**config.mk**
```make
export PLATFORM = sky130hd
export DESIGN_NAME = aur_link_ctrl
export DESIGN_NICKNAME = d
export VERILOG_FILES = /design/src/rtl/aur_link_ctrl.sv
export SDC_FILE = /design/constraint.sdc
export NUM_CORES = 1
export LEC_CHECK = 0
export CAP_MARGIN = 10
export CORE_MARGIN = 2
export CORE_UTILIZATION = 49
export CTS_CLUSTER_DIAMETER = 200
export DETAILED_ROUTE_END_ITERATION = 8
export HOLD_SLACK_MARGIN = 0.12
export PLACE_DENSITY = 0.76
export SETUP_SLACK_MARGIN = 0.4
export SYNTH_ARGS = -nofsm -noshare
export SYNTH_HDL_FRONTEND = slang
export SYNTH_SLANG_ARGS = --single-unit
```
**constraint.sdc**
```tcl
create_clock -name clk -period 3.2 [get_ports clk]
set_input_delay 0.48 -clock clk [delete_from_list [all_inputs] [get_ports clk]]
set_output_delay 0.48 -clock clk [all_outputs]
set_load 0.02 [all_outputs]
```
**src/rtl/aur_link_ctrl.sv**
```systemverilog
// Aurora link-management controller: reset sequencing, channel qualification,
// frame-boundary queue gating and relink on errors. Optional stats: AUR_LINK_STATS_EN.
module aur_link_ctrl #(
  parameter int RESET_CYCLES    = 16,
  parameter int UP_TIMEOUT      = 1048576,
  parameter int STABLE_CYCLES   = 256,
  parameter int SOFT_ERR_THRESH = 8,
  parameter int SOFT_ERR_WINDOW = 65536,
  parameter int DRAIN_MAX       = 4096,
  parameter int CNT_WIDTH       = 16
) (
  input  logic                 clk,
  input  logic                 reset,
  input  logic                 lane_up,
  input  logic                 channel_up,
  input  logic                 hard_error,
  input  logic                 soft_error,
  input  logic                 frame_error,
  input  logic                 tx_in_frame,
  input  logic                 force_relink,
  input  logic                 clear_stats,
  output logic                 link_reset,
  output logic                 tx_enable,
  output logic                 rx_enable,
  output logic                 link_ok,
  output logic [2:0]           state,
  output logic [CNT_WIDTH-1:0] relink_count,
  output logic [CNT_WIDTH-1:0] hard_err_count,
  output logic [CNT_WIDTH-1:0] soft_err_count,
  output logic [CNT_WIDTH-1:0] frame_err_count
);

  typedef enum logic [2:0] {
    ST_RST     = 3'd0,
    ST_WAIT_UP = 3'd1,
    ST_STABLE  = 3'd2,
    ST_RUN     = 3'd3,
    ST_DRAIN   = 3'd4
  } state_t;

  state_t      state_r;
  state_t      state_nxt_s;
  logic [31:0] tmr_r;
  logic [31:0] tmr_nxt_s;
  logic        relink_inc_s;
  logic [31:0] win_tmr_r;
  logic [31:0] win_soft_r;
  logic        up_s;
  logic        in_run_s;
  logic        run_entry_s;
  logic        win_exp_s;
  logic        soft_trip_s;

  assign up_s        = channel_up & lane_up;
  assign in_run_s    = (state_r == ST_RUN);
  assign run_entry_s = (state_nxt_s == ST_RUN) && !in_run_s;
  assign win_exp_s   = (win_tmr_r >= 32'(SOFT_ERR_WINDOW - 1));
  assign soft_trip_s = in_run_s && soft_error && (win_soft_r >= 32'(SOFT_ERR_THRESH - 1));
  assign state       = state_r;

  // Next-state, phase timer and relink-event decode.
  always_comb begin
    state_nxt_s  = state_r;
    tmr_nxt_s    = tmr_r + 32'd1;
    relink_inc_s = 1'b0;
    case (state_r)
      ST_RST: begin
        if (tmr_r >= 32'(RESET_CYCLES - 1)) begin
          state_nxt_s = ST_WAIT_UP;
          tmr_nxt_s   = 32'd0;
        end else begin
          state_nxt_s = ST_RST;
        end
      end
      ST_WAIT_UP: begin
        if (force_relink) begin
          state_nxt_s  = ST_RST;
          tmr_nxt_s    = 32'd0;
          relink_inc_s = 1'b1;
        end else if (up_s) begin
          state_nxt_s = ST_STABLE;
          tmr_nxt_s   = 32'd0;
        end else if (tmr_r >= 32'(UP_TIMEOUT - 1)) begin
          state_nxt_s  = ST_RST;
          tmr_nxt_s    = 32'd0;
          relink_inc_s = 1'b1;
        end else begin
          state_nxt_s = ST_WAIT_UP;
        end
      end
      ST_STABLE: begin
        // A drop only requalifies; it is not counted as a relink.
        if (force_relink) begin
          state_nxt_s  = ST_RST;
          tmr_nxt_s    = 32'd0;
          relink_inc_s = 1'b1;
        end else if (!up_s) begin
          state_nxt_s = ST_WAIT_UP;
          tmr_nxt_s   = 32'd0;
        end else if (tmr_r >= 32'(STABLE_CYCLES - 1)) begin
          state_nxt_s = ST_RUN;
          tmr_nxt_s   = 32'd0;
        end else begin
          state_nxt_s = ST_STABLE;
        end
      end
      ST_RUN: begin
        tmr_nxt_s = tmr_r;
        if (hard_error) begin
          state_nxt_s = ST_DRAIN;
          tmr_nxt_s   = 32'd0;
        end else if (!channel_up) begin
          state_nxt_s = ST_DRAIN;
          tmr_nxt_s   = 32'd0;
        end else if (force_relink) begin
          state_nxt_s = ST_DRAIN;
          tmr_nxt_s   = 32'd0;
        end else if (soft_trip_s) begin
          state_nxt_s = ST_DRAIN;
          tmr_nxt_s   = 32'd0;
        end else begin
          state_nxt_s = ST_RUN;
        end
      end
      ST_DRAIN: begin
        if (!tx_in_frame || (tmr_r >= 32'(DRAIN_MAX - 1))) begin
          state_nxt_s  = ST_RST;
          tmr_nxt_s    = 32'd0;
          relink_inc_s = 1'b1;
        end else begin
          state_nxt_s = ST_DRAIN;
        end
      end
      default: begin
        state_nxt_s = ST_RST;
        tmr_nxt_s   = 32'd0;
      end
    endcase
  end

  // State register and outputs registered from the next state.
  always_ff @(posedge clk or posedge reset) begin
    if (reset) begin
      state_r    <= ST_RST;
      tmr_r      <= 32'd0;
      link_reset <= 1'b1;
      tx_enable  <= 1'b0;
      rx_enable  <= 1'b0;
      link_ok    <= 1'b0;
    end else begin
      state_r    <= state_nxt_s;
      tmr_r      <= tmr_nxt_s;
      link_reset <= (state_nxt_s == ST_RST);
      tx_enable  <= (state_nxt_s == ST_RUN);
      rx_enable  <= (state_nxt_s == ST_RUN);
      link_ok    <= (state_nxt_s == ST_RUN);
    end
  end

  // Soft-error window: free-running, restarted on RUN entry; only RUN errors count.
  always_ff @(posedge clk or posedge reset) begin
    if (reset) begin
      win_tmr_r  <= 32'd0;
      win_soft_r <= 32'd0;
    end else if (run_entry_s || win_exp_s) begin
      win_tmr_r  <= 32'd0;
      win_soft_r <= 32'd0;
    end else begin
      win_tmr_r  <= win_tmr_r + 32'd1;
      win_soft_r <= win_soft_r + {31'd0, (in_run_s & soft_error)};
    end
  end

`ifdef AUR_LINK_STATS_EN
  function automatic logic [CNT_WIDTH-1:0] sat_inc(input logic [CNT_WIDTH-1:0] v,
                                                   input logic en);
    logic [CNT_WIDTH-1:0] r;
    if (en && (v != {CNT_WIDTH{1'b1}})) begin
      r = v + {{(CNT_WIDTH-1){1'b0}}, 1'b1};
    end else begin
      r = v;
    end
    return r;
  endfunction

  // Saturating statistics; clear wins over a coincident increment.
  always_ff @(posedge clk or posedge reset) begin
    if (reset) begin
      relink_count    <= {CNT_WIDTH{1'b0}};
      hard_err_count  <= {CNT_WIDTH{1'b0}};
      soft_err_count  <= {CNT_WIDTH{1'b0}};
      frame_err_count <= {CNT_WIDTH{1'b0}};
    end else if (clear_stats) begin
      relink_count    <= {CNT_WIDTH{1'b0}};
      hard_err_count  <= {CNT_WIDTH{1'b0}};
      soft_err_count  <= {CNT_WIDTH{1'b0}};
      frame_err_count <= {CNT_WIDTH{1'b0}};
    end else begin
      relink_count    <= sat_inc(relink_count, relink_inc_s);
      hard_err_count  <= sat_inc(hard_err_count, hard_error);
      soft_err_count  <= sat_inc(soft_err_count, soft_error);
      frame_err_count <= sat_inc(frame_err_count, frame_error);
    end
  end
`else
  logic unused_stats_s;
  assign unused_stats_s  = ^{clear_stats, relink_inc_s, frame_error};
  assign relink_count    = {CNT_WIDTH{1'b0}};
  assign hard_err_count  = {CNT_WIDTH{1'b0}};
  assign soft_err_count  = {CNT_WIDTH{1'b0}};
  assign frame_err_count = {CNT_WIDTH{1'b0}};
`endif

endmodule

```
**After elaboration in Yosys (flattened, before gate mapping)**

Cells that the tools add are included.

- Word-level logic and storage cells: 60
- Memories kept: 0
- ROM bits: 0
- Bits in latches: 0
- Input port bits: 10
- RAM bits: 0
- Flip-flop bits (word level): 101
- Output and inout port bits: 71

- Shift-type cells: 0
- Bitwise logic cells: 2
- Add/subtract/negate cells: 3
- Divide/modulo/power cells: 0
- Reductions and logical operators: 9
- Mux-type cells: 28
- Order comparisons: 6
- $mul: 0
- Eq/ne operators: 6

Operators with widths:

| operator | number |
|---|---|
| two-way mux 32 bit | 14 |
| case mux 32 bit (5 select lines) | 1 |
| adder 32 x 1 -> 32 bit (second input constant) | 2 |
| adder 32 x 1 -> 32 bit | 1 |
| greater-or-equal comparator 32 x 12 -> 1 bit (second input constant) | 1 |
| greater-or-equal comparator 32 x 16 -> 1 bit (second input constant) | 1 |
| greater-or-equal comparator 32 x 20 -> 1 bit (second input constant) | 1 |
| greater-or-equal comparator 32 x 3 -> 1 bit (second input constant) | 1 |
| greater-or-equal comparator 32 x 4 -> 1 bit (second input constant) | 1 |
| greater-or-equal comparator 32 x 8 -> 1 bit (second input constant) | 1 |
| two-way mux 3 bit | 5 |
| case mux 3 bit (5 select lines) | 1 |
| == test 3 x 2 -> 1 bit (second input constant) | 3 |
| two-way mux 2 bit | 4 |
| logical NOT 3 bit | 2 |
| != test 5 x 4 -> 1 bit (second input constant) | 1 |
| == test 3 x 1 -> 1 bit (second input constant) | 1 |
| == test 3 bit (second input constant) | 1 |
| logical AND 1 bit | 3 |
| two-way mux 1 bit | 3 |
| AND 1 bit | 2 |
| logical NOT 1 bit | 2 |
| logical OR 1 bit | 2 |

**Logic depth before layout (Yosys ltp)**

- Depth after elaboration: 12
- Depth in mapped cells: 10
- Gate-level depth less buffers: 10

**Least setup slack after synthesis**

Ideal clock, no wire load.

- Path type: register to register
- Start: register state_r[0] (netlist: state[0])
- End: register win_soft_r[28]
- Data required time: 3.081 ns
- Data arrival time: 2.469 ns
- Stages on the path, launching flop included: 11
- Slack: 0.612 ns
- Path buffers: 0
- Path through: dfrtp_1 nand2_1 nor2_1 and2_1 ha_1 ha_1 nand4_1 nor4_1 nand4_1 xor2_1 nor2_2

- Longest elaborated chain between the ends: 12
- Elaborated cells between the ends (all ways): 19
- Those cells by class: add/sub (1); eq/ne (5); mux (6); bitwise (1); reduce/logical (6)

Ends and longest elaborated chain:

| element | RTL line | source |
|---|---|---|
| from (decl) | 41 | `state_t state_r;` |
| from (signal assigned) | 151 | `state_r <= state_nxt_s;` |
| == test 3 x 2 -> 1 bit | 55, 66 |  |
| logical AND 1 bit (2 in series) | 58 | `assign soft_trip_s = in_run_s && soft_error && (win_soft_r >= 32'(SOFT_ERR_THRESH - 1));` |
| two-way mux 3 bit | 118 | `end else if (soft_trip_s) begin` |
| two-way mux 3 bit | 115 | `end else if (force_relink) begin` |
| two-way mux 3 bit | 112 | `end else if (!channel_up) begin` |
| two-way mux 3 bit | 109 | `if (hard_error) begin` |
| case mux 3 bit (5 select lines) | 66 | `case (state_r)` |
| == test 3 x 2 -> 1 bit | 56 | `assign run_entry_s = (state_nxt_s == ST_RUN) && !in_run_s;` |
| logical AND 1 bit | 56 |  |
| logical OR 1 bit | 165 | `end else if (run_entry_s \|\| win_exp_s) begin` |
| two-way mux 32 bit * | 165 |  |
| to (signal assigned) | 170 | `win_soft_r <= win_soft_r + {31'd0, (in_run_s & soft_error)};` |
| to (decl) | 47 | `logic [31:0] win_soft_r;` |

Every way passes the cells marked *; elsewhere a longest branch is shown, timed or not.
A chain may end at the register's enable or synchronous reset.

**Final worst setup path**

- Start: register tmr_r[0]
- End: register win_soft_r[21]

- Longest elaborated chain between the ends: 9
- Elaborated cells between the ends (all ways): 18
- Those cells by class: order compare (4); eq/ne (1); mux (10); reduce/logical (3)

Ends and longest elaborated chain:

| element | RTL line | source |
|---|---|---|
| from (decl) | 43 | `logic [31:0] tmr_r;` |
| from (signal assigned) | 152 | `tmr_r <= tmr_nxt_s;` |
| greater-or-equal comparator 32 x 8 -> 1 bit or greater-or-equal comparator 32 x 20 -> 1 bit (tied branches) | 100, 83 |  |
| two-way mux 1 bit (on tied branches) | 100, 83 |  |
| two-way mux 2 bit (on tied branches) | 97, 80 |  |
| two-way mux 2 bit (on tied branches) | 93, 76 |  |
| case mux 3 bit (5 select lines) * | 66 |  |
| == test 3 x 2 -> 1 bit * | 56 |  |
| logical AND 1 bit * | 56 |  |
| logical OR 1 bit * | 165 |  |
| two-way mux 32 bit * | 165 |  |

Marked as above.

==> out/qor.csv <==
metric,value,unit
vias per inst,5.22,
H-tree depth,3,
number of max-cap violations,0,
gr usage total,0.174,
core area,10700,um2
Ys Warns,0,
layout cell share with drive strength beyond 1,0.0852,
"Data arrival, critical path",2.96,ns
IO Count,81,
Worst path slowest cell,or3_4,
status,"finished, final reports clean",
Post-Syn Instances,552,
Finished Layout Cells,727,
worst r2r path cells,7,
Worst EP required,3.49,ns
# diodes,0,
"Hold-fix buffers, CTS",0,
setup slack after layout,0.528,ns
R2R Path End,win_soft_r[21]$_DFF_PP0_,
Main synth FF type,dfrtp_1,
Detail Placement HPWL,6550,um
Worst Path Max Fanout,15,
cell area power density,472,nW/um2
CP Launch Type,flop,
Worst R2R Start,tmr_r[0]$_DFFE_PP0P_,
Synth top area share,0.467,
routability cong.,0.799,
GR Overflow Total,0,
Setup crit end,win_soft_r[21]$_DFF_PP0_,
element type at the critical path end,flop,
Slew HR,0.618,
dpl cell area,5480,um2
Std-Cell Rows,38,
Final Hold Viols,0,
Multi-input gate area,2510,um2
RSZ-0062 raised after global routing,false,
Synth Register Bits,101,
clk root buf,clkbuf_8,
register-to-register setup slack,0.53,ns
Post-synth EDFFs,0,
DRT antenna net count,0,
Synth area leader,dfrtp_1,
pin count of the biggest net entering global routing,102,
fraction of registers with async set/reset,1.00,
peak supply drop,388,uV
Final Critical Period,2.67,ns
"Design Area, Final",5680,um2
antenna violations before repair,0,
Initial Utilization,0.499,
Inst Count DP,710,
Lkg Pwr,2.55,nW
Port Buf Inserts,14,
Sink Count,101,
Commonest cells post-synth,"dfrtp_1 (100), buf_4 (67), nor2_1 (55), nand2_1 (46), xor2_1 (29)",
First-pass DRT Iterations,4,
most frequent cell after synthesis,dfrtp_1,
final design utilization,0.529,
die width,109,um
crit-path cells,ha_1 -> nand3_1 -> or3_4 -> o311ai_4 -> a31oi_1 -> or3_4 -> nor2_1,
upper clock frequency limit,374,MHz
register area,2530,um2
nets,596,
vias post-DR,3795,
vias in the first global route,3581,
CP startpoint,tmr_r[0]$_DFFE_PP0P_,
Final Skew,0.0158,ns
CTS tree,built,
CTS max path bufs,2,
# Post-CTS Setup Buffers,0,
Netlist cell types,55,
drt drc,0,
die area,11800,um2
register area share after synthesis,0.472,
die height,109,um
P&R area growth vs syn,6.00,%
routed wire length,9620,um
TritonCTS Buffers,9,
most used cell along the critical path,or3_4,
final clock period utilization by the worst path,0.835,
Slew @ Worst Pin,0.571,ns
synthesized area,5360,um2
Hold Crit Class,reg2reg,
routed length per placed instance,13.2,um
Final setup viols,0,
kind of critical path,reg2reg,
Worst-Skew Late Latency,0.37,ns
Syn Area/Cell,9.71,um2
Fillers,975,
max-slew violations,0,
Setup TNS Final,0,ns
"top cells by area, synth","dfrtp_1 (47%), buf_4 (9.4%), xor2_1 (4.7%), nor2_1 (3.9%), nand2_1 (3.2%)",
max incr delay on CP,0.56,ns
DRT iter0 DRCs,217,
"Reg clk slew, reported paths",0.10,ns
pre-CTS setup slack,0.308,ns
first-pass GRT wire length,16400,um
==> timing repair <==
| action | CTS | global route |
|---|---|---|
| gates resized for setup | 0 | 2 |
| endpoints found under the hold margin | 0 | 0 |
| gates cloned | 0 | 1 |
| endpoints found under the setup margin | 1 | 31 |
| pin swaps | 1 | 1 |
==> state kept, by name (all words and copies together) (netlist names) <==
signal / cells
win_tmr_r: 32
link_reset: 1
state: 3
link_ok: 1
tmr_r: 32
win_soft_r: 32
==> how the worst min path moves through the flow <==
stage	slack [ns]	end	cells past startpoint	start
detailed placement	0.48	win_tmr_r[0]$_DFF_PP0_	1	win_tmr_r[0]$_DFF_PP0_
finish	0.49	win_tmr_r[0]$_DFF_PP0_	1	win_tmr_r[0]$_DFF_PP0_
global route	0.53	tmr_r[2]$_DFFE_PP0P_	1	tmr_r[2]$_DFFE_PP0P_
floorplan	0.45	win_tmr_r[0]$_DFF_PP0_	1	win_tmr_r[0]$_DFF_PP0_
CTS	0.49	win_tmr_r[0]$_DFF_PP0_	1	win_tmr_r[0]$_DFF_PP0_
global placement	0.47	win_tmr_r[0]$_DFF_PP0_	1	win_tmr_r[0]$_DFF_PP0_
==> per-layer routing <==
layer	global-route usage	vias to the layer above	wire length (um)	part of all wire
li1	-	1844	-	-
met1	0.230	1852	4460	0.46
met2	0.287	90	4640	0.48
met3	0.0374	9	389	0.040
met4	0.0531	0	124	0.013
met5	0	-	0	0
==> power by group <==
group / leakage [nW] / internal, W / switching [W]
Sequential: 1.36 / 0.00133 / 0.0000482
Combinational: 1.09 / 0.000180 / 0.000332
Clock: 0.0939 / 0.000365 / 0.000431
Total: 2.55 / 0.00187 / 0.000812
==> cell usage in the layout (no fill, tap or decap), types with 14 or more instances in the layout <==
cell	count
dfrtp_1	100
conb_1	80
nor2_1	55
nand2_1	46
xor2_1	29
nand3_1	24
nor3_1	19
nor4_1	19
and3_1	17
nand4_1	16
xnor2_1	16
a31oi_1	15
clkdlybuf4s50_1	14
==> layout make-up <==
type,instances,area share
Clock buffer,11,0.0231
Clock inverter,5,0.0106
Multi-Input combinational cell,438,0.442
Tap cell,140,0.0308
Sequential cell,101,0.445
Timing Repair Buffer,25,0.0436
Inverter,7,0.00528
==> worst max-delay path: cells and delay by family (launching register included) <==
kind	cells	cell delay, ns
compound gates	2	0.65
fa+ha+maj	1	0.21
flops	1	0.41
simple gates	4	1.30
==> cells by family after synthesis <==
family                   count (synthesis)  synth area share
AO/OA/AOI/OAI                           58            0.0784
XOR/XNOR                                45            0.0735
adder cells (fa/ha/maj)                  4           0.00934
buffers and inverters                   93             0.119
flip-flops                             101             0.472
other                                    1          0.000699
AND/OR/NAND/NOR                        250             0.247
==> through the flow <==
stage / hold slack [ns] / power, W
3_5_place_dp: 0.481 / 0.00191
2_1_floorplan: 0.453 / 0.00184
4_1_cts: 0.494 / 0.00271
3_3_place_gp: 0.470 / 0.00189
6_report: 0.488 / 0.00268
5_1_grt: 0.533 / 0.00283
Note: power is estimated with default switching activity, not from simulation.
